File: config.mk
export PLATFORM = sky130hd
export DESIGN_NAME = camera_capture_win
export DESIGN_NICKNAME = d
export VERILOG_FILES = /design/src/rtl/camera_capture_win.sv
export SDC_FILE = /design/constraint.sdc
export NUM_CORES = 2
export LEC_CHECK = 0
export CELL_PAD_IN_SITES_DETAIL_PLACEMENT = 0
export CELL_PAD_IN_SITES_GLOBAL_PLACEMENT = 1
export CORE_UTILIZATION = 56
export DETAILED_ROUTE_END_ITERATION = 6
export PLACE_DENSITY_LB_ADDON = 0.3
export SYNTH_ARGS = -nofsm -noshare
export SYNTH_HDL_FRONTEND = slang
export SYNTH_SLANG_ARGS = --single-unit
export TNS_END_PERCENT = 20
File: constraint.sdc
create_clock -name HCLK -period 16.65 [get_ports HCLK]
set_input_delay 2.4975 -clock HCLK [delete_from_list [all_inputs] [get_ports HCLK]]
set_output_delay 2.4975 -clock HCLK [all_outputs]
set_load 0.01 [all_outputs]
File: src/rtl/camera_capture_win.sv
// camera_capture_win
//   Parallel-port camera capture for OV7725-class sensors, single HCLK domain.
//   Sensor pins are oversampled in HCLK, a programmable X/Y crop window selects
//   pixel beats, accepted beats are packed little-endian into DW*PACK-bit words
//   and queued in a show-ahead synchronous FIFO that the bus side drains.
//   Capture starts and stops only on frame boundaries.
//
//   Optional build macro: CAM_PARTIAL_FLUSH_EN
//     defined   - a partly filled word is pushed (zero padded) one cycle after
//                 the closing frame boundary; o_FrameDone coincides with it.
//     undefined - a partly filled word is discarded at the frame boundary.
//
// Ports
//   HCLK, HReset_N        system clock, asynchronous active-low reset
//   pclk, vsync, href     raw sensor timing pins (sampled as data)
//   data[DW]              raw sensor pixel bus
//   HrefCtrl, VsyncCtrl   1 = corresponding sensor signal is active-low
//   CaptureEn             capture request, honoured at frame boundaries
//   i_XStart..i_YEnd      inclusive crop window (beat index / line index)
//   i_ReadEn              FIFO pop request
//   i_OvfClr              clear sticky overflow
//   o_FIFOEmpty           FIFO empty
//   o_RdData[DW*PACK]     FIFO head word, zero while empty
//   o_ItemCnt[AW+1]       FIFO occupancy 0..DEPTH
//   o_OverFlow            sticky: a packed word was dropped
//   o_FrameStart          1-cycle pulse, capture of a frame begins
//   o_FrameDone           1-cycle pulse, captured frame ended
module camera_capture_win #(
    parameter int DW    = 8,
    parameter int PACK  = 16,
    parameter int DEPTH = 8,
    parameter int AW    = 3,
    parameter int CNTW  = 12
) (
    input  logic               HCLK,
    input  logic               HReset_N,
    input  logic               pclk,
    input  logic               vsync,
    input  logic               href,
    input  logic [DW-1:0]      data,
    input  logic               HrefCtrl,
    input  logic               VsyncCtrl,
    input  logic               CaptureEn,
    input  logic [CNTW-1:0]    i_XStart,
    input  logic [CNTW-1:0]    i_XEnd,
    input  logic [CNTW-1:0]    i_YStart,
    input  logic [CNTW-1:0]    i_YEnd,
    input  logic               i_ReadEn,
    input  logic               i_OvfClr,
    output logic               o_FIFOEmpty,
    output logic [DW*PACK-1:0] o_RdData,
    output logic [AW:0]        o_ItemCnt,
    output logic               o_OverFlow,
    output logic               o_FrameStart,
    output logic               o_FrameDone
);

    localparam int WW = DW * PACK;
    localparam int PW = (PACK > 1) ? $clog2(PACK) : 1;
    localparam logic [PW-1:0] LAST_LANE = PW'(PACK - 1);
    localparam logic [AW:0]   FULL_CNT  = (AW + 1)'(DEPTH);

    typedef enum logic {IDLE, CAPT} state_t;

    // ---------------- input synchronisers ----------------
    // Stage [2] is only used for edge detection. vsync/href edges compare
    // stage [1] against stage [2] after the polarity XOR, so reset (all
    // stages zero) never manufactures an edge whatever the polarity setting.
    logic [2:0]    pclk_sync, vs_sync, hr_sync;
    logic [DW-1:0] data_m, data_s;

    always_ff @(posedge HCLK or negedge HReset_N) begin
        if (!HReset_N) begin
            pclk_sync <= '0;
            vs_sync   <= '0;
            hr_sync   <= '0;
            data_m    <= '0;
            data_s    <= '0;
        end else begin
            pclk_sync <= {pclk_sync[1:0], pclk};
            vs_sync   <= {vs_sync[1:0], vsync};
            hr_sync   <= {hr_sync[1:0], href};
            data_m    <= data;
            data_s    <= data_m;
        end
    end

    logic strobe, vs_act, vs_prev, hr_act, hr_prev, fb, line_end;

    assign strobe   = pclk_sync[1] & ~pclk_sync[2];
    assign vs_act   = vs_sync[1] ^ VsyncCtrl;
    assign vs_prev  = vs_sync[2] ^ VsyncCtrl;
    assign hr_act   = hr_sync[1] ^ HrefCtrl;
    assign hr_prev  = hr_sync[2] ^ HrefCtrl;
    assign fb       = vs_act & ~vs_prev;
    assign line_end = hr_prev & ~hr_act;

    // ---------------- frame FSM ----------------
    state_t state, state_next;

    always_ff @(posedge HCLK or negedge HReset_N) begin
        if (!HReset_N) state <= IDLE;
        else           state <= state_next;
    end

    always_comb begin
        state_next   = state;
        o_FrameStart = 1'b0;
        if (fb) begin
            case (state)
                IDLE: begin
                    if (CaptureEn) begin
                        state_next   = CAPT;
                        o_FrameStart = 1'b1;
                    end
                end
                CAPT: begin
                    if (CaptureEn) o_FrameStart = 1'b1;
                    else           state_next   = IDLE;
                end
                default: state_next = IDLE;
            endcase
        end
    end

    // ---------------- beat / line counters ----------------
    logic [CNTW-1:0] x_cnt, y_cnt;

    always_ff @(posedge HCLK or negedge HReset_N) begin
        if (!HReset_N) begin
            x_cnt <= '0;
            y_cnt <= '0;
        end else begin
            if (fb || line_end)
                x_cnt <= '0;
            else if (strobe && hr_act && x_cnt != '1)
                x_cnt <= x_cnt + 1'b1;

            if (fb)
                y_cnt <= '0;
            else if (line_end && y_cnt != '1)
                y_cnt <= y_cnt + 1'b1;
        end
    end

    logic in_win, accept;

    // An inverted range (start > end) can never satisfy both bounds.
    assign in_win = (x_cnt >= i_XStart) && (x_cnt <= i_XEnd) &&
                    (y_cnt >= i_YStart) && (y_cnt <= i_YEnd);
    // The frame boundary takes precedence over a coincident beat.
    assign accept = (state == CAPT) && hr_act && strobe && in_win && !fb;

    // ---------------- packing ----------------
    // Lanes not yet written stay zero, so a flushed partial word is
    // already padded without extra masking.
    logic [PW-1:0] pack_idx;
    logic [WW-1:0] pack_reg, pack_next, word_q;
    logic          push_q;
`ifdef CAM_PARTIAL_FLUSH_EN
    logic          flush_q;
`endif

    always_comb begin
        pack_next = pack_reg;
        pack_next[int'(pack_idx) * DW +: DW] = data_s;
    end

    always_ff @(posedge HCLK or negedge HReset_N) begin
        if (!HReset_N) begin
            pack_idx <= '0;
            pack_reg <= '0;
            word_q   <= '0;
            push_q   <= 1'b0;
`ifdef CAM_PARTIAL_FLUSH_EN
            flush_q  <= 1'b0;
`endif
        end else begin
            push_q <= 1'b0;
`ifdef CAM_PARTIAL_FLUSH_EN
            flush_q <= 1'b0;
`endif
            if (fb) begin
`ifdef CAM_PARTIAL_FLUSH_EN
                if (state == CAPT && pack_idx != '0) begin
                    word_q  <= pack_reg;
                    push_q  <= 1'b1;
                    flush_q <= 1'b1;
                end
`endif
                pack_idx <= '0;
                pack_reg <= '0;
            end else if (accept) begin
                if (pack_idx == LAST_LANE) begin
                    word_q   <= pack_next;
                    push_q   <= 1'b1;
                    pack_idx <= '0;
                    pack_reg <= '0;
                end else begin
                    pack_idx <= pack_idx + 1'b1;
                    pack_reg <= pack_next;
                end
            end
        end
    end

`ifdef CAM_PARTIAL_FLUSH_EN
    assign o_FrameDone = (fb && state == CAPT && pack_idx == '0) || flush_q;
`else
    assign o_FrameDone = fb && (state == CAPT);
`endif

    // ---------------- show-ahead FIFO ----------------
    logic [WW-1:0] mem [DEPTH];
    logic [AW-1:0] wr_ptr, rd_ptr;
    logic [AW:0]   count;
    logic          full, pop, wr_ok;

    assign full        = (count == FULL_CNT);
    assign o_FIFOEmpty = (count == '0);
    assign pop         = i_ReadEn & ~o_FIFOEmpty;
    assign wr_ok       = push_q & (~full | pop);
    assign o_ItemCnt   = count;
    assign o_RdData    = o_FIFOEmpty ? '0 : mem[rd_ptr];

    always_ff @(posedge HCLK) begin
        if (wr_ok) mem[wr_ptr] <= word_q;
    end

    always_ff @(posedge HCLK or negedge HReset_N) begin
        if (!HReset_N) begin
            wr_ptr     <= '0;
            rd_ptr     <= '0;
            count      <= '0;
            o_OverFlow <= 1'b0;
        end else begin
            if (wr_ok) wr_ptr <= wr_ptr + 1'b1;
            if (pop)   rd_ptr <= rd_ptr + 1'b1;
            if (wr_ok && !pop)      count <= count + 1'b1;
            else if (!wr_ok && pop) count <= count - 1'b1;

            if (push_q && full && !pop) o_OverFlow <= 1'b1;
            else if (i_OvfClr)          o_OverFlow <= 1'b0;
        end
    end

endmodule
==> results_tabular.tex <==
\begin{tabular}{lr}
\hline
Metric & Value \\
\hline
\multicolumn{2}{l}{\textbf{STA}} \\
\quad Minimum period implied by the final worst setup slack & 8.10 ns \\
\quad Final hold violations & 0 \\
\quad Fin Hold WS & 0.346 ns \\
\quad Worst Max-Slew Pin Slew & 1.30 ns \\
\quad Number of slew-limit violations in the final report & 0 \\
\quad Worst setup slack after layout & 8.55 ns \\
\quad Aggregate negative setup slack & 0 ns \\
\quad Endpoints failing setup & 0 \\
\quad Timing-limited maximum frequency & 123 MHz \\
\quad Relative slew margins & 13.3\% \\
\quad Ratio of final minimum period to clock period & 48.7\% \\
\quad Largest clock skew in the final design & 0.0312 ns \\
\quad Unrepaired setup endpoints after global routing & false \\
\multicolumn{2}{l}{\textbf{Job}} \\
\quad Number of max-capacitance violations reported & 0 \\
\multicolumn{2}{l}{\textbf{Die}} \\
\quad Die area & 98300 sq um \\
\quad Top-level port count & 202 \\
\quad Placeable core area & 95600 sq um \\
\quad Starting Density & 56.9\% \\
\quad FP Rows & 113 \\
\quad Horiz. Die Dim & 314 um \\
\quad Height of the chip & 314 um \\
\multicolumn{2}{l}{\textbf{Power and ir drop}} \\
\quad Power Dens Cells & 108 nW/um\^{}2 \\
\quad Leakage power summed over all cells & 23.2 nW \\
\quad Worst-case vdd ir drop & 0.0000917 V \\
\multicolumn{2}{l}{\textbf{Final layout}} \\
\quad Area delta synth->final & 14.1\% \\
\quad Proportion of layout cells with a drive suffix above 1 & 14.3\% \\
\quad Final Instance Count excl. Fillers & 4810 \\
\quad Fin nets & 3557 \\
\quad Number of flip-flops in the largest register & 1024 \\
\quad Fillers & 6506 \\
\quad Final core utilization & 64.9\% \\
\multicolumn{2}{l}{\textbf{Routing}} \\
\quad DR vias & 30100 \\
\quad Ratio of routed vias to standard cells & 6.26 \\
\quad Drt drc & 0 \\
\quad Routed wirelength normalized by instance count & 26.0 um \\
\quad Total iterations of the first detailed-routing run & 7 \\
\quad Final wirelength & 125000 um \\
\quad Count of routing violations after the opening detailed-route iteration & 3060 \\
\quad Antenna viol nets, final & 0 \\
\multicolumn{2}{l}{\textbf{Critical path}} \\
\quad Critical path required time & 14.15 ns \\
\quad Type of the worst setup path & register to output pin \\
\quad Largest stage delay on the critical path & 0.95 ns \\
\quad Startpoint type of the worst setup path & register \\
\quad Arrival time reported for the critical path endpoint & 5.60 ns \\
\quad Max stage delay cell, worst path & buf\_4 \\
\quad Cell seen most often among critical-path stages & buf\_4 \\
\quad Critical path capture point type & output pin \\
\quad Critical path, cell by cell & buf\_4 -> buf\_4 -> buf\_4 -> mux4\_2 -> mux2i\_1 -> nor2\_1 -> clkdlybuf4s50\_1 \\
\quad Critical-path maximum fanout & 56 \\
\multicolumn{2}{l}{\textbf{Synth}} \\
\quad Mean area per synthesized cell & 16.6 sq um \\
\quad Syn Nets & 3399 \\
\quad Fraction of synthesized cell area taken by the top area cell type & 56.6\% \\
\quad Largest area contributor in the synthesized netlist & edfxtp\_1 \\
\quad Warning count from the yosys run & 0 \\
\quad Portion of the post-synthesis area used by sequential elements & 71.4\% \\
\quad Yosys cell types & 53 \\
\quad Dominant synthesized flop cell & edfxtp\_1 \\
\quad Syn Std Cell Area & 54300 sq um \\
\quad Synth async-reset ratio & 23.9\% \\
\quad \#FFs+latches synth & 1346 \\
\quad Main area contributors after synthesis & edfxtp\_1 (57\%), dfrtp\_1 (15\%), mux4\_2 (11\%) \\
\quad Gate Count Post-Synth & 3274 \\
\quad Number of enable-type register cells in the synthesized netlist & 1024 \\
\multicolumn{2}{l}{\textbf{GRT}} \\
\quad Maximum number of pins on one net before global-route repair & 175 \\
\quad Overall overflow remaining after global route & 0 \\
\quad GRT Total Usage & 25.9\% \\
\quad Wire length of the first global-routing pass & 191000 um \\
\quad Via count of the first global-routing pass & 30800 \\
\quad Number of antenna violations at the first check in global routing & 5 \\
\multicolumn{2}{l}{\textbf{Status}} \\
\quad Status & completed \\
\multicolumn{2}{l}{\textbf{Placement}} \\
\quad Worst slack at placement & 9.07 ns \\
\quad Cell count after placement & 4559 \\
\quad Dpl hpwl & 70800 um \\
\quad Final weighted congestion in routability-driven placement & 0.848 \\
\quad Port-buffer cells & 201 \\
\multicolumn{2}{l}{\textbf{Hold path}} \\
\quad Worst hold-check path type & register to register \\
\multicolumn{2}{l}{\textbf{Clock tree}} \\
\quad Postcts setup bufs & 0 \\
\quad Post-cts hold buffer count & 0 \\
\quad Clock slew at reported path FFs & 0.06 ns \\
\quad Number of buffers created by CTS & 136 \\
\quad Buffer cell driving the clock tree root & clkbuf\_16 \\
\quad CTS tree & yes \\
\quad Worst-case clock buffer depth & 3 \\
\quad Latest clock arrival within the worst-skew pair & 0.74 ns \\
\quad Number of clock sinks & 1346 \\
\quad Resized cells post-CTS & 0 \\
\quad H-Tree Depth & 4 \\
\hline
\end{tabular}
==> per-stage QoR <==
stage | power [mW] | area, sq um
after floorplan | 3.69 | 54300
after CTS | 6.73 | 62000
after global routing | 6.86 | 62000
after global placement | 3.73 | 57600
after detailed placement | 3.74 | 57600
final | 6.68 | 62000
==> report_power, final <==
part / internal, mW / switching, mW
combinational: 0.0290 / 0.0462
clock: 1.76 / 1.25
sequential: 3.58 / 0.0129
total: 5.37 / 1.31
==> synthesized netlist by cell type, types with 32 or more instances <==
cell / n
clkbuf_1: 176
nand3_1: 67
o21ai_0: 345
dfrtp_1: 322
buf_1: 39
inv_1: 59
mux4_2: 256
nand4_1: 40
a21oi_1: 174
mux2i_1: 210
ha_1: 58
and2_1: 37
edfxtp_1: 1024
nand2_1: 57
a32o_1: 32
nor2_1: 226
==> worst paths after layout <==
kind | start | end | slack (ns) | cells after the start
max | rd_ptr[0] | o_RdData[38] | 8.55 | 7
min | data_m[5] | data_s[5] | 0.35 | 0
max reg2reg | pack_idx[0] | pack_reg[108] | 12.06 | 8
min reg2reg | data_m[5] | data_s[5] | 0.35 | 0
max in group asynchronous | HReset_N | rd_ptr[2] | 13.23 | 2
min in group asynchronous | HReset_N | x_cnt[10] | 1.80 | 1
==> cells in the final DEF (no fill, tap or decap), drive strengths merged, types with 10 or more instances in the layout <==
cell type and count:
dfrtp 322, mux2i 210, edfxtp 1024, a32o 32, a21oi 174, inv 64
nor2 226, nand4 40, and2 38, and3 14, ha 58, bufinv 10
nand3 67, clkinv 47, xor2 17, mux4 256, nand2 57, buf 38
nand2b 11, o21ai 367, clkdlybuf4s50 200, clkbuf 181
==> metal layers <==
metal  GRT usage, %  routed length [um]  vias to the layer above
met5              0                  55                        -
met2           42.0               61900                     1075
li1               -                   -                    13100
met1           37.3               53000                    15800
met3           3.93                7580                      183
met4           6.84                2500                        8
==> kinds of logic (layout without fill, tap and decap cells) <==
kind of cell    after synthesis  after routing  share of synthesized area [%]
compound gates              604            604                           6.04
xor+xnor                     25             25                          0.403
fa+ha+maj                    59             59                           1.37
buf+inv                     277            547                           1.94
flops                      1346           1346                           71.4
mux                         469            469                           14.5
other cells                   0              1                              0
simple gates                494            494                           4.29
==> worst max-delay path: cells and delay by family, from the launching register on <==
kind	cells	cell delay, ns
buf+inv	4	3.18
flops	1	0.60
mux	2	0.84
simple gates	1	0.10
==> area by class of cell <==
| cell class | count | area [sq um] | share of cell area, % |
|---|---|---|---|
| sequential | 1346 | 38800 | 62.6 |
| tap | 1265 | 1580 | 2.55 |
| clock buffer | 181 | 3790 | 6.11 |
| clock inverter | 69 | 647 | 1.04 |
| inverter | 59 | 224 | 0.361 |
| multi-input combinational | 1651 | 14600 | 23.5 |
| timing repair buffer | 238 | 2370 | 3.82 |
| antenna | 1 | 2.50 | 0.00404 |
No activity file was read; power rests on OpenSTA's default activity.
